===== src/rtl/refill_arbiter.sv =====
// Shares one main-memory port between I-cache refills and D-cache refills/writebacks,
// arbitrating round-robin on ties and sequencing fixed-length line bursts.
module refill_arbiter #(
  parameter int unsigned LINE_WORDS = 4,
  parameter int unsigned CNT_W      = 2
) (
  input  logic        clk,
  input  logic        rst_n,
  // I-cache refill requester
  input  logic        i_req,
  input  logic [31:0] i_addr,
  input  logic        i_abort,
  output logic [31:0] i_rdata,
  output logic        i_valid,
  output logic        i_done,
  // D-cache refill / writeback requester
  input  logic        d_req,
  input  logic        d_we,
  input  logic [31:0] d_addr,
  input  logic [31:0] d_wdata,
  output logic        d_wready,
  output logic [31:0] d_rdata,
  output logic        d_valid,
  output logic        d_done,
  // memory port
  output logic        mem_req,
  output logic        mem_we,
  output logic [31:0] mem_addr,
  output logic [31:0] mem_wdata,
  input  logic [31:0] mem_rdata,
  input  logic        mem_ack,
  // status
  output logic [1:0]  grant,
  output logic        busy
);

  localparam int unsigned ADDR_W = 32;
  localparam int unsigned OFF_W  = CNT_W + 2;
  localparam logic [CNT_W-1:0]  LAST_BEAT = CNT_W'(LINE_WORDS - 1);
  localparam logic [ADDR_W-1:0] BASE_MASK = {{(ADDR_W-OFF_W){1'b1}}, {OFF_W{1'b0}}};
  localparam logic SIDE_I = 1'b0;
  localparam logic SIDE_D = 1'b1;

  typedef enum logic [1:0] {
    S_IDLE    = 2'd0,
    S_BURST_I = 2'd1,
    S_BURST_D = 2'd2,
    S_DONE    = 2'd3
  } state_t;

  state_t            r_state, w_nxt_state;
  logic [CNT_W-1:0]  r_cnt, w_nxt_cnt;
  logic              r_last_grant, w_nxt_last_grant;
  logic              r_aborted, w_nxt_aborted;
  logic [ADDR_W-1:0] r_base, w_nxt_base;
  logic              r_d_we, w_nxt_d_we;

  logic              r_mem_req;
  logic              r_mem_we;
  logic [ADDR_W-1:0] r_mem_addr;
  logic [1:0]        r_grant;
  logic              r_busy;
  logic              r_i_done;
  logic              r_d_done;

  logic              w_beat;
  logic              w_i_elig;
  logic              w_pick_i;
  logic              w_nxt_burst;
  logic              w_nxt_mem_we;
  logic [ADDR_W-1:0] w_nxt_mem_addr;
  logic [1:0]        w_nxt_grant;
  logic              w_nxt_i_done;
  logic              w_nxt_d_done;

  // Next-state, burst sequencing and next values of the registered outputs
  always_comb begin
    w_nxt_state      = r_state;
    w_nxt_cnt        = r_cnt;
    w_nxt_last_grant = r_last_grant;
    w_nxt_aborted    = r_aborted;
    w_nxt_base       = r_base;
    w_nxt_d_we       = r_d_we;

    w_beat   = r_mem_req & mem_ack;
    w_i_elig = i_req & ~i_abort;
    w_pick_i = w_i_elig & (~d_req | (r_last_grant == SIDE_D));

    case (r_state)
      S_IDLE: begin
        if (w_pick_i) begin
          w_nxt_state      = S_BURST_I;
          w_nxt_base       = i_addr & BASE_MASK;
          w_nxt_cnt        = '0;
          w_nxt_last_grant = SIDE_I;
        end else if (d_req) begin
          w_nxt_state      = S_BURST_D;
          w_nxt_base       = d_addr & BASE_MASK;
          w_nxt_d_we       = d_we;
          w_nxt_cnt        = '0;
          w_nxt_last_grant = SIDE_D;
        end
      end
      S_BURST_I, S_BURST_D: begin
        // a flush only poisons the I burst; the beats still run to keep the bus sane
        if ((r_state == S_BURST_I) && i_abort) begin
          w_nxt_aborted = 1'b1;
        end
        if (w_beat) begin
          if (r_cnt == LAST_BEAT) begin
            w_nxt_cnt   = '0;
            w_nxt_state = S_DONE;
          end else begin
            w_nxt_cnt = r_cnt + CNT_W'(1);
          end
        end
      end
      S_DONE: begin
        w_nxt_state   = S_IDLE;
        w_nxt_aborted = 1'b0;
      end
      default: begin
        w_nxt_state = S_IDLE;
      end
    endcase

    w_nxt_burst    = (w_nxt_state == S_BURST_I) || (w_nxt_state == S_BURST_D);
    w_nxt_mem_we   = (w_nxt_state == S_BURST_D) & w_nxt_d_we;
    w_nxt_mem_addr = w_nxt_burst ? (w_nxt_base | ADDR_W'({w_nxt_cnt, 2'b00})) : '0;
    w_nxt_grant    = {w_nxt_state == S_BURST_D, w_nxt_state == S_BURST_I};
    w_nxt_i_done   = (w_nxt_state == S_DONE) & (r_state == S_BURST_I) & ~w_nxt_aborted;
    w_nxt_d_done   = (w_nxt_state == S_DONE) & (r_state == S_BURST_D);
  end

  // State and registered-output flops
  always_ff @(posedge clk or negedge rst_n) begin
    if (!rst_n) begin
      r_state      <= S_IDLE;
      r_cnt        <= '0;
      r_last_grant <= SIDE_D;
      r_aborted    <= 1'b0;
      r_base       <= '0;
      r_d_we       <= 1'b0;
      r_mem_req    <= 1'b0;
      r_mem_we     <= 1'b0;
      r_mem_addr   <= '0;
      r_grant      <= 2'b00;
      r_busy       <= 1'b0;
      r_i_done     <= 1'b0;
      r_d_done     <= 1'b0;
    end else begin
      r_state      <= w_nxt_state;
      r_cnt        <= w_nxt_cnt;
      r_last_grant <= w_nxt_last_grant;
      r_aborted    <= w_nxt_aborted;
      r_base       <= w_nxt_base;
      r_d_we       <= w_nxt_d_we;
      r_mem_req    <= w_nxt_burst;
      r_mem_we     <= w_nxt_mem_we;
      r_mem_addr   <= w_nxt_mem_addr;
      r_grant      <= w_nxt_grant;
      r_busy       <= (w_nxt_state != S_IDLE);
      r_i_done     <= w_nxt_i_done;
      r_d_done     <= w_nxt_d_done;
    end
  end

  // Per-beat handshakes follow mem_ack in the same cycle
  assign i_valid   = (r_state == S_BURST_I) & r_mem_req & mem_ack & ~r_aborted & ~i_abort;
  assign d_valid   = (r_state == S_BURST_D) & r_mem_req & mem_ack & ~r_d_we;
  assign d_wready  = (r_state == S_BURST_D) & r_mem_req & mem_ack &  r_d_we;
  assign i_rdata   = mem_rdata;
  assign d_rdata   = mem_rdata;
  assign mem_wdata = d_wdata;

  assign mem_req  = r_mem_req;
  assign mem_we   = r_mem_we;
  assign mem_addr = r_mem_addr;
  assign grant    = r_grant;
  assign busy     = r_busy;
  assign i_done   = r_i_done;
  assign d_done   = r_d_done;

endmodule


===== config.mk =====
export PLATFORM = sky130hd
export DESIGN_NAME = refill_arbiter
export DESIGN_NICKNAME = d
export VERILOG_FILES = /design/src/rtl/refill_arbiter.sv
export SDC_FILE = /design/constraint.sdc
export NUM_CORES = 1
export LEC_CHECK = 0
export ABC_CLOCK_PERIOD_IN_PS = 3200
export CAP_MARGIN = 20
export CORE_MARGIN = 10
export CORE_UTILIZATION = 38
export CTS_CLUSTER_DIAMETER = 150
export DETAILED_ROUTE_END_ITERATION = 6
export PLACE_DENSITY = 0.83
export SLEW_MARGIN = 20
export SYNTH_ARGS = -nofsm -noshare
export SYNTH_HDL_FRONTEND = slang
export SYNTH_SLANG_ARGS = --single-unit

===== constraint.sdc =====
create_clock -name clk -period 3.2 [get_ports clk]
set_input_delay 0.48 -clock clk [delete_from_list [all_inputs] [get_ports clk]]
set_output_delay 0.48 -clock clk [all_outputs]
set_load 0.05 [all_outputs]

==> impl_metrics.yaml <==
global_routing:
  grt_pass1_wl_mm: 15.7
  grt_pass1_vias: 2700
  grt_max_degree: 79
  gr-total-overflow: 0
  grtUsageTotal: 0.141
  antenna_found_initial: 0
synth:
  yosysWarnings: 0
  syn_inst: 364
  synth_cell_type_count: 40
  ys_seq_elements: 78
  syn-num-nets: 508
  avgSynthCellArea_um2: 10.4
  synth_area_um2: 3770
  ys_seq_area_frac: 0.518
layout:
  finalNetCount: 520
  seqCellArea_um2: 1950
  fillCellCount: 891
  syn_to_final_growth_pct: 16.0
  multi_input_area_um2: 992
  drive_gt1_frac: 0.0871
  antenna_cells: 0
pwr:
  netSwitchingFraction: 0.436
  worst_ir_drop_vdd_mv: 0.378
  p_leak_nw: 1.92
  p_clk_frac: 0.136
  powerDensity_nw_per_um2: 1020
  internal_power_mw: 2.51
  seqPwrFrac: 0.344
  p_sw_mw: 1.94
  combinationalPowerShare: 0.519
clocking:
  htree_levels: 3
  clock-root-buffer: "clkbuf_8"
  cts_tree: "done"
  post_cts_buffers: 0
  worstSkewPairLatency_ns: 0.35
  cts_hold_buf: 0
  numCtsBuffers: 9
  path_clk_slew_ns: 0.07
  post_cts_resized: 0
  clk_path_buf_depth: 2
  cts_num_sinks: 78
sta:
  tightest_slew_ns: 0.945
  setup_viol: 0
  period_needed_ns: 2.88
  hold_viol_final: 0
  fmax_mhz: 347
  fin_hold_ws_ns: 0.279
  post-route-period-util: 0.900
  relSlewSlack: 0.370
  skew_ns: 0.00600
  rsz0062_at_grt: "false"
  drv_slew: 0
  setup-tns-final_ns: 0
  setup_ws_ns: 0.318
placement:
  port-buffer-count: 104
  hpwl_mm: 8.20
  place_ws_ns: 0.319
  gp_congestion: 0.865
worst_setup_path:
  crit_arrival_ns: 2.40
  crit_type: "in2out"
  worst_path_max_delay_cell: "clkdlybuf4s50_1"
  reg2reg_slack_ns: 0.56
  max_stage_delay_ns: 0.87
  required_ns: 2.72
  cp_num_buf_inv: 2
  crit_fanout: 5
  critPathCaptureType: "output port"
  path_cells: "clkdlybuf4s50_1, nand2_1, nor4b_1, clkdlybuf4s50_1"
  path_common_cell: "clkdlybuf4s50_1"
  cp_top_family: "buffers and inverters"
  cp-start-kind: "input pin"
run_status:
  status: "complete, no violations"
detailed_routing:
  wire_per_inst_um: 20.2
  via_count: 2511
  drt_wl_total_mm: 10.3
  drtPass1Iterations: 4
  viasPerCell: 4.90
  drtIter0Drc: 166
  drc_errors: 0
  antenna_left: 0
die:
  die_area_um2: 14300
  rows: 36
  start_util: 0.388
  die_x_um: 120
  die_y_um: 120
  core_um2: 9730
  pin_count: 273
min_path:
  hp-class: "in2async"
job:
  cap_violations: 0
## power by group through the flow
stage | clock network, mW | registers [mW] | logic (mW)
global route | 0.659 | 1.57 | 2.51
finish | 0.606 | 1.53 | 2.31
detailed placement | 0 | 1.55 | 2.34
floorplan | 0 | 2.11 | 1.33
global placement | 0 | 1.53 | 2.26
CTS | 0.632 | 1.53 | 2.34
## sequential cells by signal, summed over array words and instances (netlist names)
register,count
r_last_grant,1
i_done,1
mem_addr,32
mem_req,1
r_d_we,1
r_aborted,1
busy,1
mem_we,1
d_done,1
r_state,2
r_base,32
grant,2
r_cnt,2
## area by class of cell
class	count	share of cell area
Multi-Input combinational cell	168	0.227
Clock buffer	12	0.0332
Sequential cell	78	0.446
Tap cell	133	0.0380
Inverter	11	0.00943
Clock inverter	2	0.00229
Timing Repair Buffer	108	0.244
## layer usage
metal	GRT usage	routed length (um)	up-vias
li1	-	-	1143
met1	0.125	3300	1169
met2	0.258	5550	168
met3	0.0675	1230	31
met4	0.0769	268	0
met5	0	0	-
## Yosys cell counts
library cell	number	area, um2
o22a_1	1	8.76
and3b_2	2	20.0
nand3b_1	1	7.51
a31oi_1	2	12.5
nor4b_1	1	8.76
a21oi_1	2	10.0
nand2b_4	1	13.8
nor4_1	1	6.26
and2_4	1	8.76
buf_6	1	11.3
a21bo_4	1	16.3
o21ai_0	2	10.0
and2_2	2	15.0
o22a_2	1	10.0
nand2_4	1	11.3
buf_2	4	20.0
nor2_1	56	210
nand2b_1	2	12.5
a21o_1	1	7.51
nand2_1	9	33.8
nor3b_1	2	15.0
nor3_1	27	135
clkbuf_1	3	11.3
inv_1	11	41.3
dfrtp_1	77	1930
ha_1	9	113
a21boi_4	1	18.8
o221a_2	1	11.3
mux2_4	1	15.0
dfstp_2	1	26.3
and4_1	1	8.76
buf_4	99	743
and2_1	2	12.5
o2bb2ai_1	1	8.76
o221ai_1	1	8.76
nand3_1	3	15.0
a222oi_1	1	10.0
o22ai_1	27	169
and2_0	1	6.26
and3_2	3	22.5
## worst reg2reg max path, delay by kind of cell, from the launching register on
family | cells | cell delay (ns)
buffers and inverters | 3 | 0.35
adder cells (fa/ha/maj) | 2 | 0.74
AO/OA/AOI/OAI | 2 | 0.46
flip-flops | 1 | 0.44
AND/OR/NAND/NOR | 3 | 0.55
## layout by cell type, fill, tap and decap left out, types with 3 or more instances in the layout
cell type        netlist  layout
inv_1                 11      11
clkdlybuf4s50_1        0     103
buf_4                 99       5
nor2_1                56      56
nand3_1                3       3
nor3_1                27      27
dfrtp_1               77      77
nand2_1                9       9
and3_2                 3       3
clkbuf_8               0      10
ha_1                   9       9
o22ai_1               27      27
## per-stage QoR
step	power, mW	util	std cells	cell area (um2)
2_1_floorplan	3.44	-	364	3770
3_3_place_gp	3.79	0.434	498	4220
3_5_place_dp	3.88	0.434	498	4220
4_1_cts	4.51	0.450	512	4380
5_1_grt	4.74	0.450	512	4380
6_report	4.44	0.450	512	4380
## worst paths after layout
path	startpoint	to	depth (start not counted)
setup / recovery	mem_ack	i_valid	4
hold / removal	rst_n	i_done$_DFF_PN0_	1
setup reg to reg	r_state[0]$_DFF_PN0_	mem_addr[1]$_DFF_PN0_	10
hold reg to reg	r_base[2]$_DFF_PN0_	r_base[2]$_DFF_PN0_	2
max in group asynchronous	rst_n	mem_addr[18]$_DFF_PN0_	1
min in group clk	r_base[2]$_DFF_PN0_	r_base[2]$_DFF_PN0_	2
## logic make-up (layout without fill, tap and decap cells)
kind of cell | Yosys count | in the layout | synth area share
DFF | 78 | 78 | 0.518
adders and majority gates | 9 | 9 | 0.0299
AOI/OAI and AO/OA | 42 | 42 | 0.0799
muxes | 1 | 1 | 0.00398
and+or+nand+nor | 116 | 116 | 0.149
buffers and inverters | 118 | 133 | 0.219
(Power assumes the default switching activity.)
